--- config.mk ---
export PLATFORM = sky130hd
export DESIGN_NAME = uart_tx_arbiter_flat
export DESIGN_NICKNAME = d
export VERILOG_FILES = /design/src/rtl/uart_arb_pkg.sv /design/src/rtl/uart_tx_arbiter_if.sv /design/src/rtl/rr_arbiter.sv /design/src/rtl/uart_tx_arbiter.sv /design/src/flat_wrapper.sv
export SDC_FILE = /design/constraint.sdc
export NUM_CORES = 1
export LEC_CHECK = 0
export ABC_AREA = 1
export ABC_CLOCK_PERIOD_IN_PS = 5100
export BUFFER_PORTS_ARGS = -buffer_cell sky130_fd_sc_hd__buf_4
export CELL_PAD_IN_SITES_DETAIL_PLACEMENT = 0
export CELL_PAD_IN_SITES_GLOBAL_PLACEMENT = 1
export CORE_ASPECT_RATIO = 0.7
export CORE_UTILIZATION = 35
export DETAILED_ROUTE_END_ITERATION = 8
export PLACE_DENSITY_LB_ADDON = 0.1
export SYNTH_ARGS = -nofsm -noshare
export SYNTH_HDL_FRONTEND = slang
export SYNTH_SLANG_ARGS = --single-unit
export TNS_END_PERCENT = 10
--- constraint.sdc ---
create_clock -name clk_50m -period 5.1 [get_ports clk_50m]
set_input_delay 0.51 -clock clk_50m [delete_from_list [all_inputs] [get_ports clk_50m]]
set_output_delay 0.51 -clock clk_50m [all_outputs]
set_load 0.05 [all_outputs]
--- src/rtl/uart_arb_pkg.sv ---
// uart_arb_pkg: shared FSM states, header default and checksum helper for the UART TX arbiter.
package uart_arb_pkg;
    typedef enum logic [1:0] {IDLE, HEADER, PAYLOAD, CHECKSUM} state_t;
    localparam logic [7:0] HDR_BASE_DEF = 8'hA0;
    function automatic logic [7:0] cksum_trailer(input logic [7:0] sum);
        return 8'h00 - sum;
    endfunction
endpackage

--- src/rtl/uart_tx_arbiter_if.sv ---
// uart_tx_arbiter_if: per-source byte streams in, FIFO write port out.
interface uart_tx_arbiter_if #(parameter int N_REQ = 4);
    logic [N_REQ-1:0]   req_valid;
    logic [N_REQ-1:0]   req_last;
    logic [N_REQ-1:0]   req_ready;
    logic [8*N_REQ-1:0] req_data;
    logic [7:0]         fifo_data_in;
    logic               fifo_wr_en;
    logic               fifo_full;
    modport master(input req_valid, req_last, req_data, fifo_full, output req_ready, fifo_data_in, fifo_wr_en);
    modport slave(output req_valid, req_last, req_data, fifo_full, input req_ready, fifo_data_in, fifo_wr_en);
endinterface

--- src/rtl/rr_arbiter.sv ---
// rr_arbiter: first set request at or after ptr, wrapping; purely combinational.
module rr_arbiter #(
    parameter int N_REQ = 4,
    localparam int IW = $clog2(N_REQ)
) (
    input  logic [N_REQ-1:0] req,
    input  logic [IW-1:0]    ptr,
    output logic             found,
    output logic [IW-1:0]    idx
);
    logic [2*N_REQ-1:0] rot;
    logic [IW:0]        sel;
    always_comb begin
        rot   = {req, req} >> ptr;
        found = |rot[N_REQ-1:0];
        sel   = '0;
        for (int k = N_REQ - 1; k >= 0; k--)
            if (rot[k]) sel = {1'b0, ptr} + (IW+1)'(k);
        idx = IW'(sel >= (IW+1)'(N_REQ) ? sel - (IW+1)'(N_REQ) : sel);
    end
endmodule

--- src/rtl/uart_tx_arbiter.sv ---
// uart_tx_arbiter: round-robin packet arbiter framing each packet as header, payload, checksum
// into the shared UART TX FIFO.
module uart_tx_arbiter import uart_arb_pkg::*; #(
    parameter int         N_REQ    = 4,
    parameter logic [7:0] HDR_BASE = HDR_BASE_DEF,
    parameter int         MAX_LEN  = 64,
    localparam int IW = $clog2(N_REQ),
    localparam int LW = $clog2(MAX_LEN + 1)
) (
    input  logic              clk_50m,
    input  logic              reset,
    uart_tx_arbiter_if.master bus,
    output logic              busy,
    output logic [IW-1:0]     grant_id,
    output logic              err_trunc
);
    state_t        state_q, state_d;
    logic [IW-1:0] grant_q, grant_d, rr_ptr_q, rr_ptr_d, idx;
    logic [7:0]    sum_q, sum_d, hdr, pay;
    logic [LW-1:0] len_q, len_d;
    logic          found;

    rr_arbiter #(.N_REQ(N_REQ)) u_rr (.req(bus.req_valid), .ptr(rr_ptr_q), .found(found), .idx(idx));

    assign hdr      = HDR_BASE | 8'(grant_q);
    assign pay      = bus.req_data[{grant_q, 3'b000} +: 8];
    assign busy     = state_q != IDLE;
    assign grant_id = grant_q;

    always_comb begin
        state_d          = state_q;
        grant_d          = grant_q;
        rr_ptr_d         = rr_ptr_q;
        sum_d            = sum_q;
        len_d            = len_q;
        bus.req_ready    = '0;
        bus.fifo_wr_en   = 1'b0;
        bus.fifo_data_in = 8'h00;
        err_trunc        = 1'b0;
        case (state_q)
            IDLE: begin
                sum_d   = '0;
                len_d   = '0;
                grant_d = found ? idx : grant_q;
                state_d = found ? HEADER : IDLE;
            end
            HEADER: begin
                bus.fifo_data_in = hdr;
                bus.fifo_wr_en   = !bus.fifo_full;
                if (bus.fifo_wr_en) begin
                    sum_d   = sum_q + hdr;
                    state_d = PAYLOAD;
                end
            end
            PAYLOAD: begin
                bus.fifo_data_in       = pay;
                bus.req_ready[grant_q] = !bus.fifo_full;
                bus.fifo_wr_en         = bus.req_valid[grant_q] && !bus.fifo_full;
                if (bus.fifo_wr_en) begin
                    sum_d     = sum_q + pay;
                    len_d     = len_q + 1'b1;
                    // req_last wins over truncation when both land on the same byte
                    err_trunc = !bus.req_last[grant_q] && len_d == LW'(MAX_LEN);
                    state_d   = (bus.req_last[grant_q] || err_trunc) ? CHECKSUM : PAYLOAD;
                end
            end
            CHECKSUM: begin
                bus.fifo_data_in = cksum_trailer(sum_q);
                bus.fifo_wr_en   = !bus.fifo_full;
                if (bus.fifo_wr_en) begin
                    rr_ptr_d = grant_q == IW'(N_REQ - 1) ? '0 : grant_q + 1'b1;
                    state_d  = IDLE;
                end
            end
            default: state_d = IDLE;
        endcase
    end

    always_ff @(posedge clk_50m or posedge reset) begin
        if (reset) begin
            state_q  <= IDLE;
            grant_q  <= '0;
            rr_ptr_q <= '0;
            sum_q    <= '0;
            len_q    <= '0;
        end else begin
            state_q  <= state_d;
            grant_q  <= grant_d;
            rr_ptr_q <= rr_ptr_d;
            sum_q    <= sum_d;
            len_q    <= len_d;
        end
    end
endmodule

--- src/flat_wrapper.sv ---
// flat-port wrapper written by rule: the top's interface ports become plain ports
module uart_tx_arbiter_flat import uart_arb_pkg::*;
#(
    parameter int         N_REQ    = 4,
    parameter logic [7:0] HDR_BASE = HDR_BASE_DEF,
    parameter int         MAX_LEN  = 64,
    localparam int IW = $clog2(N_REQ),
    localparam int LW = $clog2(MAX_LEN + 1)
)
  (clk_50m, reset, busy, grant_id, err_trunc, bus_req_valid, bus_req_last, bus_req_data, bus_fifo_full, bus_req_ready, bus_fifo_data_in, bus_fifo_wr_en);
  uart_tx_arbiter_if #(.N_REQ(N_REQ)) bus_i ();
  input  logic clk_50m;
  input  logic reset;
  output logic busy;
  output logic [IW-1:0] grant_id;
  output logic err_trunc;
  input wire logic [$bits(bus_i.req_valid)-1:0] bus_req_valid;
  input wire logic [$bits(bus_i.req_last)-1:0] bus_req_last;
  input wire logic [$bits(bus_i.req_data)-1:0] bus_req_data;
  input wire logic [$bits(bus_i.fifo_full)-1:0] bus_fifo_full;
  output wire logic [$bits(bus_i.req_ready)-1:0] bus_req_ready;
  output wire logic [$bits(bus_i.fifo_data_in)-1:0] bus_fifo_data_in;
  output wire logic [$bits(bus_i.fifo_wr_en)-1:0] bus_fifo_wr_en;
  assign bus_i.req_valid = bus_req_valid;
  assign bus_i.req_last = bus_req_last;
  assign bus_i.req_data = bus_req_data;
  assign bus_i.fifo_full = bus_fifo_full;
  assign bus_req_ready = bus_i.req_ready;
  assign bus_fifo_data_in = bus_i.fifo_data_in;
  assign bus_fifo_wr_en = bus_i.fifo_wr_en;
  uart_tx_arbiter #(.N_REQ(N_REQ), .HDR_BASE(HDR_BASE), .MAX_LEN(MAX_LEN)) u_core (.clk_50m(clk_50m), .reset(reset), .bus(bus_i), .busy(busy), .grant_id(grant_id), .err_trunc(err_trunc));
endmodule
Yosys cells after proc, flatten, opt, wreduce, memory -nomap -nowiden
Index checks and enable logic that the tools add are counted.
{"block": "op_classes", "n_bitwise": 2, "n_eq_ne": 8, "reduce_logical": 17, "mux": 28, "shifts": 2, "n_lt_le_gt_ge": 3, "addsub": 9}
{"operator": "$pmux 8 s3", "n": 2}
{"operator": "$shiftx 32x6->8", "n": 1}
{"operator": "$add 8x8->8", "n": 2}
{"operator": "$mux 8", "n": 2}
{"operator": "$pmux 7 s2", "n": 1}
{"operator": "$mux 3", "n": 4}
{"operator": "$mux 2", "n": 5}
{"operator": "$pmux 2 s4", "n": 1}
{"operator": "$shr 8x2->4", "n": 1}
{"operator": "$sub 1x8->8 const A", "n": 1}
{"operator": "$add 7x1->7 const B", "n": 1}
{"operator": "$eq 7x7->1 const B", "n": 1}
{"operator": "$mux 1", "n": 7}
{"operator": "$mux 7", "n": 1}
{"operator": "$add 2x2->3 const B", "n": 2}
{"operator": "$eq 2x2->1 const B", "n": 3}
{"operator": "$reduce_and 2->1", "n": 3}
{"operator": "$reduce_and 3->1", "n": 2}
{"operator": "$and 4x4->4", "n": 1}
{"operator": "$bmux 1 s2", "n": 2}
{"operator": "$mux 4", "n": 1}
{"operator": "$ne 2x2->1 const B", "n": 2}
{"operator": "$reduce_bool 2->1", "n": 2}
{"operator": "$reduce_or 4->1", "n": 1}
{"operator": "other kinds (17)", "n": 20}
{"block": "word_totals", "in_bits": 43, "word_cells": 74, "out_inout_bits": 17, "reg_bits": 21}

Logic depth before layout (Yosys ltp)
{"block": "depth", "depth_word": 8, "depth_mapped": 16, "ltp_nobuf": 14}

By module
Synthesis repeated with hierarchy kept, for this count alone.
{"block": "unflattened", "hier_cells": 374, "area_unflattened_um2": 2372.3}
{"module": "uart_tx_arbiter", "area_each_um2": 2122.0, "instances": 1, "seq_area_each_um2": 525.5, "cells_per_inst": 325}
{"module": "rr_arbiter", "area_each_um2": 250.2, "instances": 1, "seq_area_each_um2": 0.0, "cells_per_inst": 49}

Least setup slack after synthesis
Ideal clock, no wire load.
{"block": "synth_path", "path_kind": "reg2out", "start": "register u_core.grant_q[0], in the netlist u_core.grant_id[0]", "end": "output port err_trunc", "n_path_buf": 0, "required_ns": 4.590, "setup_slack_ns": 2.164, "arrival_time_ns": 2.426, "stages_incl_launch_ff": 7, "cell_sequence": "dfrtp_1 > inv_2 > nand2_1 > nand3_1 > nand2_1 > nand3_2 > nor3b_1"}
{"block": "synth_via", "elab_chain_cells": 6, "word_cells_on_any_way": 9, "classes_between": "6 x mux; 3 x reduce/logical"}
{"item": "start, declared", "line": "uart_tx_arbiter.sv:18", "rtl": "logic [IW-1:0] grant_q, grant_d, rr_ptr_q, rr_ptr_d, idx;"}
{"item": "start signal, assigned", "line": "uart_tx_arbiter.sv:88", "rtl": "grant_q <= grant_d;"}
{"item": "$bmux 1 s2", "line": "uart_tx_arbiter.sv:63", "rtl": "err_trunc = !bus.req_last[grant_q] && len_d == LW'(MAX_LEN);"}
{"item": "$mux 1 (not written as such)", "line": "uart_tx_arbiter.sv:63"}
{"item": "$logic_not 1->1", "line": "uart_tx_arbiter.sv:63"}
{"item": "$logic_and 1x1->1", "line": "uart_tx_arbiter.sv:63"}
{"item": "$mux 1 (*)", "line": "uart_tx_arbiter.sv:59", "rtl": "if (bus.fifo_wr_en) begin"}
{"item": "$mux 1 (*)", "line": "uart_tx_arbiter.sv:40", "rtl": "case (state_q)"}
{"item": "end, declared", "line": "flat_wrapper.sv:16", "rtl": "output logic err_trunc;"}
Mark *: on every way between the ends. The rest lies on a longest branch, timed or not. The select of a mux whose other input is x is not followed.

Final worst setup path
Ends and elaborated chain as after synthesis.

==> summary.log <==
[yosys] instance count of the mapped netlist 366
[worst_setup_path] data required time of the critical path 4.59 ns
[job] Max-cap violations 0
[floorplanning] effective utilization at floorplan 36.4%
[worst_setup_path] setup slack of the most critical reg-to-reg path 2.13 ns
[status] outcome finished, final reports clean
[timing] actual slew at the worst max-slew pin 0.841 ns
[pwr] Pwr per Cell Area 609 nW/um2
[clock_tree] clock tree from TritonCTS done
[floorplanning] die span in x 98.6 um
[worst_setup_path] largest fanout on the critical path 27
[timing] sum of negative setup slack 0 ns
[final_layout] Layout area overhead 23.0%
[drt] 1st-iter DRT viols 82
[pwr] leakage component of the power 1.43 nW
[floorplanning] Total Die Area 6860 um2
[yosys] total number of yosys warnings 0
[timing] worst-case headroom to the max-slew limit 43.9%
[drt] DRC violations left 0
[drt] first-pass iteration count of the detailed router 4
[global_routing] maximum number of pins on one net before global-route repair 28
[timing] share of the cycle needed by the critical path after routing 60.3%
[timing] Final Slew Violations 0
[timing] number of endpoints with negative hold slack in the final report 0
[global_routing] grt total ovfl 0
[drt] Total Routed Length 6.36 mm
[clock_tree] H-tree levels 1
[yosys] net count of the mapped netlist 429
[yosys] cell area after technology mapping 2280 um2
[clock_tree] post-CTS setup buffer count 0
[global_routing] wire length of the first global-routing pass 10.8 mm
[final_layout] number of filler cells placed in the layout 671
[worst_setup_path] endpoint class of the critical path output port
[worst_setup_path] type of the worst setup path reg -> out
[drt] remaining antenna violation count after routing 0
[placed_design] Placement Setup Slack 2.12 ns
[final_layout] combined area of the multi-input logic cells 1510 um2
[placed_design] HPWL after detailed placement 5.01 mm
[timing] count of endpoints failing setup in the final report 0
[worst_setup_path] type of origin of the critical path flip-flop
[floorplanning] floorplan die height 69.6 um
[yosys] count of different cell masters after synthesis 38
[clock_tree] cts bufs inserted 3
[floorplanning] Top-Level Pins 60
[drt] average wire per standard cell 12.8 um
[final_layout] net count of the finished layout 483
[drt] via density per instance 4.85
[global_routing] initial antenna violation count 0
[timing] least setup slack across all paths after layout 2.03 ns
[placed_design] weighted congestion at the end of routability-driven global placement 0.795
[final_layout] share of cells above drive strength 1 19.1%
[timing] worst clock skew 0.00508 ns
[clock_tree] clock buffer depth 2
[pwr] Max IR drop VDD 245 uV
[clock_tree] buffer cell driving the clock tree root clkbuf_8
[clock_tree] clk_lat worst skew 0.26 ns
[clock_tree] clock sinks 21
[floorplanning] floorplan row count 24
[pwr] total chip power 0.00171 W
[clock_tree] clock-pin slew on the worst setup and hold paths 0.08 ns
[yosys] synthesized area per cell 6.24 um2
[yosys] share of the yosys chip area belonging to registers 23.0%
[timing] unrepaired setup endpoints after global routing no
[global_routing] number of global-route vias before repair 2,343
[clock_tree] hold buffers post-CTS 0
[final_layout] flip-flop and latch area 526 um2
[worst_setup_path] arrival time of the worst setup path 2.56 ns
[hold_path] path category of the worst min-delay check in -> async
[final_layout] Core Util, Final 44.8%
[global_routing] All-Layer GR Usage 19.5%
[floorplanning] core area 6280 um2
[placed_design] number of buffers added on ports 59
[final_layout] Diodes inserted 0
[timing] Peak Freq 325 MHz
[drt] detailed-route via count 2,409
[yosys] number of synthesized register bits 21
[timing] shortest period the worst path allows 3.07 ns
[clock_tree] PostCTS Resize Cnt 0
==> synthesized netlist by cell type (all sizes together) <==
cell type | instances | area (um2)
a21boi | 1 | 7.51
a21o | 1 | 7.51
a21oi | 14 | 85.1
a31oi | 3 | 18.8
buf | 9 | 57.6
clkbuf | 1 | 3.75
dfrtp | 21 | 526
fa | 1 | 20.0
ha | 19 | 238
inv | 49 | 184
nand2 | 103 | 399
nand3 | 23 | 133
nand3b | 2 | 15.0
nand4 | 2 | 12.5
nor2 | 46 | 173
nor3 | 4 | 20.0
nor3b | 1 | 7.51
o211ai | 1 | 7.51
o21ai | 50 | 258
o21bai | 2 | 15.0
o22a | 2 | 17.5
o22ai | 4 | 25.0
o31ai | 1 | 7.51
or2 | 2 | 12.5
xnor2 | 3 | 26.3
xor2 | 1 | 8.76
==> flip-flops by register name, indices dropped and copies added (netlist names) <==
register / flops
u_core.sum_q: 8
u_core.grant_id: 2
u_core.rr_ptr_q: 2
u_core.state_q: 2
u_core.len_q: 7
==> final timing paths <==
path / start / cells past startpoint / endpoint
setup / recovery: u_core.grant_id[0]$_DFFE_PP0P_ / 7 / err_trunc
min in group clk_50m: u_core.len_q[5]$_DFFE_PP0P_ / 2 / u_core.len_q[5]$_DFFE_PP0P_
hold / removal: reset / 2 / u_core.rr_ptr_q[1]$_DFFE_PP0P_
setup reg to reg: u_core.grant_id[0]$_DFFE_PP0P_ / 13 / u_core.sum_q[6]$_DFFE_PP0P_
hold reg to reg: u_core.len_q[5]$_DFFE_PP0P_ / 2 / u_core.len_q[5]$_DFFE_PP0P_
max in group asynchronous: reset / 2 / u_core.sum_q[0]$_DFFE_PP0P_
==> area by class of cell <==
class | count | share of cell area (%)
Clock buffer | 3 | 1.47
Clock inverter | 1 | 0.178
Inverter | 49 | 6.54
Multi-Input combinational cell | 286 | 53.9
Sequential cell | 21 | 18.7
Tap cell | 78 | 3.47
Timing Repair Buffer | 59 | 15.8
==> cells by family after synthesis <==
logic type,Yosys count,synth area share (%)
flops,21,23.0
simple gates,183,33.8
xor+xnor,4,1.53
fa+ha+maj,20,11.3
buf+inv,59,10.7
compound gates,79,19.7
==> power by group <==
part	total [W]	switching (W)	leakage [nW]	internal, W
clock	0.000113	0.0000584	0.0255	0.0000545
combinational	0.00127	0.000843	1.13	0.000425
sequential	0.000331	0.000113	0.275	0.000217
==> metal layers <==
layer / vias up / share of wire, % / global-route usage (%)
li1: 1294 / - / -
met1: 1073 / 54 / 29.1
met2: 40 / 43 / 31.1
met3: 2 / 2.7 / 2.12
met4: 0 / 0.33 / 2.49
met5: - / 0 / 0
==> stage by stage <==
stage / cell area, um2 / std cells / hold WS (ns)
global route: 2810 / 497 / 0.482
detailed placement: 2760 / 493 / 0.479
finish: 2810 / 497 / 0.412
floorplan: 2280 / 366 / 0.459
global placement: 2760 / 493 / 0.474
CTS: 2810 / 497 / 0.458
==> cell usage in the layout (no fill, tap or decap), types with 2 or more instances in the layout <==
cell type    n
dfrtp_1     21
o21bai_1     2
ha_1        19
o21ai_2      2
a21oi_1     10
inv_1       44
a31oi_1      3
buf_4       59
clkbuf_8     3
nand2_2      2
nor3_1       4
o22a_1       2
nand2_1    100
nor2_1      46
nand3b_1     2
o21ai_1     36
nand3_1     21
xnor2_1      3
inv_2        5
o22ai_1      4
nand4_1      2
a21oi_2      4
o21ai_0     12
==> critical path: stages, from the launching register on <==
cell and delay (ns):
dfrtp_1 0.87, inv_2 0.36, nand2_1 0.13, nand3_1 0.07
nand2_1 0.13, nand3_2 0.19, nor3b_1 0.30, buf_4 0.24
No activity file was read; power rests on OpenSTA's default activity.
